<file path="src/rtl/pipe_stage_reg.sv">
// rtl/pipe_stage_reg.sv - valid/ready pipeline stage register with optional skid entry and stall counter
//
// Purpose:
//   Holds one writeback-bound entry (control bundle, ALU result, load data,
//   destination index) between two pipeline stages using a valid/ready
//   handshake. A bubble presents an all-zero control bundle so it can never
//   write the register file.
//
// Build option:
//   PIPE_SKID_EN - when defined, a second (skid) entry is added and in_ready
//                  becomes a register that does not depend on out_ready.
//                  When undefined, a single entry is held and in_ready is
//                  combinational (!out_valid || out_ready).
//
// Parameters:
//   DATA_W  - width of the ALU result and load data payloads
//   DST_W   - width of the destination register index
//   CTRL_W  - width of the control bundle (bit0 reg_write, bit1 mem_to_reg)
//
// Ports:
//   clk        - clock, rising edge
//   rst_n      - asynchronous active-low reset
//   flush      - synchronous squash of all held entries (wins over transfers)
//   in_valid   - upstream entry present
//   in_ready   - stage accepts an entry this cycle
//   in_ctrl    - upstream control bundle
//   in_alu     - upstream ALU result
//   in_load    - upstream load data
//   in_dst     - upstream destination index
//   out_valid  - stage presents an entry
//   out_ready  - downstream accepts the presented entry
//   out_ctrl   - presented control bundle, zero while out_valid=0
//   out_alu    - presented ALU result
//   out_load   - presented load data
//   out_dst    - presented destination index
//   stall_cnt  - saturating count of cycles with out_valid=1 and out_ready=0

module pipe_stage_reg #(
    parameter int DATA_W = 32,
    parameter int DST_W  = 5,
    parameter int CTRL_W = 2
) (
    input  logic              clk,
    input  logic              rst_n,
    input  logic              flush,
    input  logic              in_valid,
    output logic              in_ready,
    input  logic [CTRL_W-1:0] in_ctrl,
    input  logic [DATA_W-1:0] in_alu,
    input  logic [DATA_W-1:0] in_load,
    input  logic [DST_W-1:0]  in_dst,
    output logic              out_valid,
    input  logic              out_ready,
    output logic [CTRL_W-1:0] out_ctrl,
    output logic [DATA_W-1:0] out_alu,
    output logic [DATA_W-1:0] out_load,
    output logic [DST_W-1:0]  out_dst,
    output logic [15:0]       stall_cnt
);

    typedef enum logic [1:0] {
        EMPTY = 2'd0,
        ONE   = 2'd1,
        FULL  = 2'd2
    } state_t;

    state_t state_q;
    state_t state_d;

    // Main entry: the one presented on the outputs.
    logic [CTRL_W-1:0] main_ctrl_q;
    logic [DATA_W-1:0] main_alu_q;
    logic [DATA_W-1:0] main_load_q;
    logic [DST_W-1:0]  main_dst_q;

    logic in_xfer;
    logic out_xfer;
    logic load_main_from_in;

    assign out_valid = (state_q != EMPTY);
    assign out_xfer  = out_valid && out_ready;
    assign in_xfer   = in_valid && in_ready;

    // Control is masked on bubbles; payloads simply keep their last values.
    assign out_ctrl = out_valid ? main_ctrl_q : '0;
    assign out_alu  = main_alu_q;
    assign out_load = main_load_q;
    assign out_dst  = main_dst_q;

`ifdef PIPE_SKID_EN

    logic [CTRL_W-1:0] skid_ctrl_q;
    logic [DATA_W-1:0] skid_alu_q;
    logic [DATA_W-1:0] skid_load_q;
    logic [DST_W-1:0]  skid_dst_q;
    logic              in_ready_q;
    logic              load_skid;
    logic              load_main_from_skid;

    assign in_ready = in_ready_q;

    always_comb begin
        state_d             = state_q;
        load_main_from_in   = 1'b0;
        load_skid           = 1'b0;
        load_main_from_skid = 1'b0;
        if (flush) begin
            state_d = EMPTY;
        end else begin
            case (state_q)
                EMPTY: begin
                    if (in_xfer) begin
                        state_d           = ONE;
                        load_main_from_in = 1'b1;
                    end
                end
                ONE: begin
                    if (in_xfer && out_xfer) begin
                        load_main_from_in = 1'b1;
                    end else if (in_xfer) begin
                        // Downstream stalled: park the new entry behind main.
                        state_d   = FULL;
                        load_skid = 1'b1;
                    end else if (out_xfer) begin
                        state_d = EMPTY;
                    end
                end
                FULL: begin
                    // in_ready is low here, so only the drain side can move.
                    if (out_xfer) begin
                        state_d             = ONE;
                        load_main_from_skid = 1'b1;
                    end
                end
                default: begin
                    state_d = EMPTY;
                end
            endcase
        end
    end

    always_ff @(posedge clk or negedge rst_n) begin
        if (!rst_n) begin
            state_q    <= EMPTY;
            in_ready_q <= 1'b1;
        end else begin
            state_q    <= state_d;
            // Registered ready breaks the out_ready -> in_ready path.
            in_ready_q <= (state_d != FULL);
        end
    end

    always_ff @(posedge clk or negedge rst_n) begin
        if (!rst_n) begin
            skid_ctrl_q <= '0;
            skid_alu_q  <= '0;
            skid_load_q <= '0;
            skid_dst_q  <= '0;
        end else if (load_skid) begin
            skid_ctrl_q <= in_ctrl;
            skid_alu_q  <= in_alu;
            skid_load_q <= in_load;
            skid_dst_q  <= in_dst;
        end
    end

    always_ff @(posedge clk or negedge rst_n) begin
        if (!rst_n) begin
            main_ctrl_q <= '0;
            main_alu_q  <= '0;
            main_load_q <= '0;
            main_dst_q  <= '0;
        end else if (load_main_from_in) begin
            main_ctrl_q <= in_ctrl;
            main_alu_q  <= in_alu;
            main_load_q <= in_load;
            main_dst_q  <= in_dst;
        end else if (load_main_from_skid) begin
            main_ctrl_q <= skid_ctrl_q;
            main_alu_q  <= skid_alu_q;
            main_load_q <= skid_load_q;
            main_dst_q  <= skid_dst_q;
        end
    end

`else

    // Single entry: accept when empty or when the held entry leaves this cycle.
    assign in_ready = !out_valid || out_ready;

    always_comb begin
        state_d           = state_q;
        load_main_from_in = 1'b0;
        if (flush) begin
            state_d = EMPTY;
        end else if (in_xfer) begin
            state_d           = ONE;
            load_main_from_in = 1'b1;
        end else if (out_xfer) begin
            state_d = EMPTY;
        end
    end

    always_ff @(posedge clk or negedge rst_n) begin
        if (!rst_n) begin
            state_q <= EMPTY;
        end else begin
            state_q <= state_d;
        end
    end

    always_ff @(posedge clk or negedge rst_n) begin
        if (!rst_n) begin
            main_ctrl_q <= '0;
            main_alu_q  <= '0;
            main_load_q <= '0;
            main_dst_q  <= '0;
        end else if (load_main_from_in) begin
            main_ctrl_q <= in_ctrl;
            main_alu_q  <= in_alu;
            main_load_q <= in_load;
            main_dst_q  <= in_dst;
        end
    end

`endif

    // Counts stalled cycles independently of flush; sticks at all-ones.
    always_ff @(posedge clk or negedge rst_n) begin
        if (!rst_n) begin
            stall_cnt <= '0;
        end else if (out_valid && !out_ready && (stall_cnt != 16'hFFFF)) begin
            stall_cnt <= stall_cnt + 16'd1;
        end
    end

endmodule

</file>
<file path="config.mk">
export PLATFORM = sky130hd
export DESIGN_NAME = pipe_stage_reg
export DESIGN_NICKNAME = d
export VERILOG_FILES = /design/src/rtl/pipe_stage_reg.sv
export SDC_FILE = /design/constraint.sdc
export NUM_CORES = 1
export LEC_CHECK = 0
export BUFFER_PORTS_ARGS = -buffer_cell sky130_fd_sc_hd__buf_2
export CORE_MARGIN = 2
export CORE_UTILIZATION = 31
export DETAILED_ROUTE_END_ITERATION = 7
export PLACE_DENSITY = 0.56
export SKIP_CTS_REPAIR_TIMING = 1
export SLEW_MARGIN = 30
export SYNTH_ARGS = -nofsm -noshare
export SYNTH_HDL_FRONTEND = slang
export SYNTH_SLANG_ARGS = --single-unit
export TNS_END_PERCENT = 100
</file>
<file path="constraint.sdc">
create_clock -name clk -period 4.4 [get_ports clk]
set_clock_uncertainty 0.2 [all_clocks]
set_input_delay 1.32 -clock clk [delete_from_list [all_inputs] [get_ports clk]]
set_output_delay 1.32 -clock clk [all_outputs]
set_load 0.03 [all_outputs]
</file>
==> results of run 1 <==
-- worst paths after layout --
check / from / endpoint / cells after the start
max: out_ready / in_ready / 4
min: out_alu[21]$_DFFE_PN0P_ / out_alu[21]$_DFFE_PN0P_ / 1
max reg2reg: state_q[0]$_DFFE_PN0P_ / out_load[12]$_DFFE_PN0P_ / 4
min reg2reg: out_alu[21]$_DFFE_PN0P_ / out_alu[21]$_DFFE_PN0P_ / 1
max in group asynchronous: rst_n / stall_cnt[3]$_DFFE_PN0P_ / 1
min in group asynchronous: rst_n / out_alu[0]$_DFFE_PN0P_ / 1
-- registers in the layout, summed over array words and instances (netlist names) --
register,cells
out_dst,5
state_q,1
out_load,32
main_ctrl_q,2
out_alu,32
stall_cnt,16
-- critical path, stage by stage --
cell                      delay [ns]
sky130_fd_sc_hd__buf_2          0.10
sky130_fd_sc_hd__nor2b_1        0.36
sky130_fd_sc_hd__inv_1          0.14
sky130_fd_sc_hd__buf_2          0.21
-- layer usage --
| metal | global-route usage [%] | routed length (um) | up-vias |
|---|---|---|---|
| met5 | 0 | 0 | - |
| met4 | 7.69 | 223 | 0 |
| met3 | 2.67 | 465 | 16 |
| met2 | 21.5 | 3810 | 90 |
| met1 | 15.8 | 3250 | 1210 |
| li1 | - | - | 1157 |
-- through the flow --
stage | hold slack, ns | setup slack [ns] | total power (W) | cell area [sq um]
finish | 0.305 | 0.755 | 0.00232 | 4690
CTS | 0.310 | 0.755 | 0.00236 | 4690
global route | 0.320 | 0.663 | 0.00244 | 4690
global placement | 0.282 | 0.807 | 0.00167 | 4450
detailed placement | 0.290 | 0.758 | 0.00168 | 4450
floorplan | 0.273 | 1.09 | 0.00145 | 3470
-- cell usage in the layout, fill, tap and decap left out, types with 4 or more instances in the layout --
cell	synthesis	routed
sky130_fd_sc_hd__clkbuf_8	0	9
sky130_fd_sc_hd__nand3_1	4	4
sky130_fd_sc_hd__mux2_2	72	72
sky130_fd_sc_hd__nor3_1	5	5
sky130_fd_sc_hd__nand2_1	5	5
sky130_fd_sc_hd__nor2_1	4	4
sky130_fd_sc_hd__dfrtp_1	88	88
sky130_fd_sc_hd__xor2_1	12	12
sky130_fd_sc_hd__buf_2	7	163
sky130_fd_sc_hd__nand4_1	4	4
-- layout make-up --
type	instances	share of cell area [%]
clock inverter	5	2.22
clock buffer	11	2.80
timing repair buffer	166	18.0
inverter	1	0.0801
multi-input combinational	130	26.2
sequential	88	47.0
tap	140	3.74
-- cells by family (layout without fill, tap and decap cells) --
group                    after synthesis  in the layout  share of synthesized area, %
flip-flops                            88             88                          63.5
AND/OR/NAND/NOR                       38             38                          7.07
XOR/XNOR                              14             14                          3.53
adder cells (fa/ha/maj)                1              1                         0.361
buffers and inverters                  9            183                          1.23
AO/OA/AOI/OAI                          5              5                         0.974
multiplexers                          72             72                          23.4
-- power groups by stage --
| stage | combinational (W) | sequential (W) | clock (W) |
|---|---|---|---|
| 6_report | 0.000634 | 0.00102 | 0.000661 |
| 4_1_cts | 0.000644 | 0.00102 | 0.000688 |
| 3_3_place_gp | 0.000635 | 0.00104 | 0 |
| 3_5_place_dp | 0.000644 | 0.00104 | 0 |
| 5_1_grt | 0.000678 | 0.00104 | 0.000717 |
| 2_1_floorplan | 0.000155 | 0.00130 | 0 |
==> impl_summary.txt, run 1 <==
----------------------------------------------------
[CTS]
  Clock tree sinks ... 88
  Clk Tree Root Cell ... sky130_fd_sc_hd__clkbuf_8
  Number of buffers inserted during clock tree synthesis ... 9
  Register clock-pin slew on the reported worst setup and hold paths ... 0.08 ns
  H-Tree Level Count ... 3
  Clock insertion delay at the later pin of the skew report ... about 0.35 ns
  Clock buffer depth ... 2
  TritonCTS clock tree ... yes

[Yosys]
  Number of flops mapped to enable cells by yosys ... 0
  Post-synth net total ... about 300
  Main area contributors after synthesis ... sky130_fd_sc_hd__dfrtp_1 (63%), sky130_fd_sc_hd__mux2_2 (23%), sky130_fd_sc_hd__xor2_1 (3.0%)
  Cells after Synth ... about 230
  List of most frequent post-synthesis cells ... sky130_fd_sc_hd__dfrtp_1 (88), sky130_fd_sc_hd__mux2_2 (72), sky130_fd_sc_hd__xor2_1 (12)
  Sequential fraction of the synthesis area ... between 60% and 70%
  Flip-flop cell with the highest count after synthesis ... sky130_fd_sc_hd__dfrtp_1
  Most frequent cell after synthesis ... sky130_fd_sc_hd__dfrtp_1
  Register bit total from synthesis ... slightly below 90
  Number of distinct standard cells referenced by the synthesized netlist ... 26
  Avg Inst Size Synth ... 15.3 sq um
  Top cell type's share of synthesized area ... 63.5%
  Cell taking the most area after synthesis ... sky130_fd_sc_hd__dfrtp_1
  Proportion of register bits with asynchronous set or reset after synthesis ... between 90% and 100%
  Post-synthesis instance area ... ~3500 sq um
  Synth warnings ... 0

[Status]
  Outcome ... completed

[Routing]
  Detailed-route DRC error count ... 0
  Post-DRT Antenna Nets ... 0
  First-pass detailed-route iteration total ... 4
  Detailed-route vias per instance ... 4.57
  Post-detailed-routing wire length ... about 7700 um
  Initial drt markers ... 77
  Via count of the routed design ... about 2500
  Drt wl/cell ... between 10 and 15 um

[STA]
  Fin. Hold Viols ... 0
  RSZ-0062 raised after global routing ... no
  Worst slew margin relative to its limit ... a little under half
  Final count of pins violating max slew ... 0
  Period Utilization, post-route ... 82.8%
  Maximum operating frequency ... roughly 270 MHz
  Final setup fails ... 0
  Tmin final ... about 3.6 ns
  Slew at the pin closest to its max-slew limit ... between 0.7 and 0.8 ns
  Setup TNS ... 0 ns

[Final layout]
  Layout overhead on the synthesized area ... 35.1%
  Diode count ... 0
  Count of nets after finishing ... between 400 and 500
  Non-filler instance count after layout ... 541
  Area of all sequential standard cells ... 2200 sq um
  Final-layout fill cell count ... 1049
  End-of-flow core utilization ... between 40 and 50%
  Combined area of the multi-input logic cells ... about 1200 sq um
  Share of post-route cells with drive strength above 1 ... between 60% and 70%

[Critical path]
  Launching element type of the critical path ... input pin
  Required time at the endpoint of the critical path ... 2.88 ns
  Critical path start-end classification ... in2out
  Worst-case register-to-register setup slack ... between 2 and 2.5 ns
  CP Max Fanout ... 6
  Arrival time reported for the critical path endpoint ... roughly 2.1 ns
  CP endpoint kind ... output port

[Floorplanning]
  Effective utilization at floorplan ... 31.9%
  Width of the die ... around 110 um
  Vertical extent of the die ... ~110 um
  Area of the placeable core ... approximately 11000 sq um
  FP Rows ... 38
  Overall die area ... between 10000 and 15000 sq um
  Num ports ... approximately 170

[Global routing]
  Antenna violations before repair ... 0
  Wire length of the first global-routing pass ... approximately 12000 um
  Grt ovf ... 0
  Maximum number of pins on one net before global-route repair ... 89
  Global routing usage summed across all routing layers ... between 10% and 20%
  Number of global-route vias before repair ... approximately 2400

[Power and ir drop]
  Cell Pwr Density ... a little under 500 nW/um^2
  Internal power ... between 0.0015 and 0.002 W
  Peak VDD IR ... about 0.00019 V
  Clk network pwr share ... 28.5%
  Share of total power in sequential cells ... between 40 and 50%
  Leakage ... around 2.3 nW
  Net Sw Power ... approximately 0.00077 W
  Logic pwr share ... around 27%
  Switching Share ... 33.3%

[Hold path]
  Min-delay worst type ... reg2reg

[Flow run]
  Max-capacitance violation count ... 0

[Place]
  Placed cell count ... between 500 and 600
  Number of I/O port buffers ... approximately 160
  Placer congestion estimate ... between 0.8 and 0.9
  HPWL Detailed ... approximately 5700 um

----------------------------------------------------
Power figures use the tool's default switching activity.
==> run 2: changes to the inputs <==
==> constraint.sdc (replaced) <==
create_clock -name clk -period 3.55 [get_ports clk]
set_clock_uncertainty 0.2 [all_clocks]
set_input_delay 1.065 -clock clk [delete_from_list [all_inputs] [get_ports clk]]
set_output_delay 1.065 -clock clk [all_outputs]
set_load 0.03 [all_outputs]
==> impl_summary.txt, run 2 (synthesis gave the netlist of run 1 again) <==
----------------------------------------------------
[Critical path]
  Arrival time reported for the critical path endpoint ... around 1.9 ns
  Critical Path Most Common Cell ... sky130_fd_sc_hd__buf_2
  Required time at the endpoint of the critical path ... 2.28 ns
  Critical path start-end classification ... in2out
  Worst path top cell family by delay ... buffers and inverters
  Launching element type of the critical path ... input pin
  CP Max Fanout ... 6
  Highest-delay cell along the critical path ... sky130_fd_sc_hd__nor2b_1
  CP endpoint kind ... output port
  Stage delay of the slowest cell on the critical path ... around 0.35 ns
  Cells along the critical path ... buf_2 -> nor2b_1 -> inv_1 -> buf_2
  Worst path bufs/invs ... 3

[Final layout]
  Count of nets after finishing ... ~470
  Layout overhead on the synthesized area ... 35.2%
  Area of all sequential standard cells ... 2200 sq um
  Most common cell after layout, fill and taps aside ... sky130_fd_sc_hd__buf_2
  Final-layout fill cell count ... approximately 1100
  Combined area of the multi-input logic cells ... about 1200 sq um
  Most frequent cells in the layout ... sky130_fd_sc_hd__buf_2 (163), sky130_fd_sc_hd__dfrtp_1 (88), sky130_fd_sc_hd__mux2_2 (72)
  Diode count ... 0
  Share of post-route cells with drive strength above 1 ... between 60% and 70%

[Place]
  Number of I/O port buffers ... roughly 160
  Placer congestion estimate ... between 0.8 and 0.9
  HPWL Detailed ... slightly below 6000 um

[Routing]
  Post-DRT Antenna Nets ... 0
  Drt wl/cell ... roughly 15 um
  First-pass detailed-route iteration total ... 4
  Post-detailed-routing wire length ... between 7000 and 8000 um
  Via count of the routed design ... between 2000 and 2500
  Detailed-route vias per instance ... about 4.5
  Initial drt markers ... 80
  Detailed-route DRC error count ... 0

[STA]
  Fin. Hold Viols ... 0
  Final count of pins violating max slew ... 0
  Setup TNS ... 0 ns
  Tmin final ... slightly above 3 ns
  Maximum operating frequency ... around 320 MHz
  Slew at the pin closest to its max-slew limit ... between 0.5 and 0.6 ns
  Worst slew margin relative to its limit ... 64.1%
  RSZ-0062 raised after global routing ... no
  Period Utilization, post-route ... 87.8%
  Final setup fails ... 0

[Power and ir drop]
  Leakage ... about 2.3 nW
  Final total power ... 0.00283 W
  Peak VDD IR ... approximately 0.00023 V
  Cell Pwr Density ... 603 nW/um^2

[CTS]
  Clock tree sinks ... 88
  Register clock-pin slew on the reported worst setup and hold paths ... 0.08 ns
  Clk Tree Root Cell ... sky130_fd_sc_hd__clkbuf_8
  Number of buffers inserted during clock tree synthesis ... 9
  Clock buffer depth ... 2
  H-Tree Level Count ... 3
  TritonCTS clock tree ... yes
  Clock insertion delay at the later pin of the skew report ... ~0.35 ns

[Floorplanning]
  Area of the placeable core ... 10900 sq um
  Num ports ... 165
  Vertical extent of the die ... approximately 110 um
  Width of the die ... approximately 110 um
  Effective utilization at floorplan ... approximately a third
  Overall die area ... between 10000 and 15000 sq um
  FP Rows ... 38

[Global routing]
  Maximum number of pins on one net before global-route repair ... 55
  Grt ovf ... 0
  Number of global-route vias before repair ... roughly 2400
  Wire length of the first global-routing pass ... around 12000 um
  Antenna violations before repair ... 0
  Global routing usage summed across all routing layers ... 13.5%

[Hold path]
  Min-delay worst type ... reg2reg

[Flow run]
  Max-capacitance violation count ... 0

[Status]
  Outcome ... completed

----------------------------------------------------
## run 2: path summary, 6_finish.rpt
path | from | end | slack, ns | cells after the start
min | stall_cnt[15]$_DFFE_PN0P_ | stall_cnt[15]$_DFFE_PN0P_ | 0.30 | 1
max | out_ready | in_ready | 0.43 | 4
min in group asynchronous | rst_n | out_alu[0]$_DFFE_PN0P_ | 0.45 | 1
max in group asynchronous | rst_n | out_load[16]$_DFFE_PN0P_ | 2.05 | 2
max reg2reg | stall_cnt[0]$_DFFE_PN0P_ | stall_cnt[15]$_DFFE_PN0P_ | 1.49 | 5
min reg2reg | stall_cnt[15]$_DFFE_PN0P_ | stall_cnt[15]$_DFFE_PN0P_ | 0.30 | 1
## run 2: worst register-to-register path: cells and delay by family, from the launching register on
family	cells	cell delay, ns
xor+xnor	1	0.17
fa+ha+maj	1	0.25
flops	1	0.42
simple gates	3	0.90
## run 2: power breakdown
group	switching (W)	leakage (nW)	total, W	internal (W)
Clock	0.000352	0.114	0.000768	0.000416
Combinational	0.000507	1.16	0.000787	0.000280
Sequential	0.000105	1.06	0.00127	0.00117
## run 2: per-stage QoR
| step | hold WS, ns | std cells | area (sq um) | util [%] | setup WS [ns] |
|---|---|---|---|---|---|
| floorplan | 0.273 | 227 | 3470 | - | 0.751 |
| global route | 0.322 | 542 | 4690 | 43.1 | 0.334 |
| finish | 0.304 | 542 | 4690 | 43.1 | 0.432 |
| detailed placement | 0.290 | 526 | 4470 | 41.0 | 0.440 |
| global placement | 0.282 | 526 | 4470 | 41.0 | 0.459 |
| CTS | 0.310 | 542 | 4690 | 43.1 | 0.433 |
## run 2: area by class of cell
cell class	instances	area share, %
flip-flops and latches	88	47.0
multi-input cells	130	26.2
repair buffers	167	18.3
well taps	140	3.74
clock buffers	11	3.01
clock inverters	5	1.68
inverters	1	0.0800
## run 2: layer usage
metal / up-vias / global-route usage (%) / part of all wire (%)
met3: 10 / 2.85 / 5.8
met1: 1206 / 16.3 / 41
li1: 1151 / - / -
met4: 0 / 7.78 / 1.7
met5: - / 0 / 0
met2: 81 / 22.2 / 51
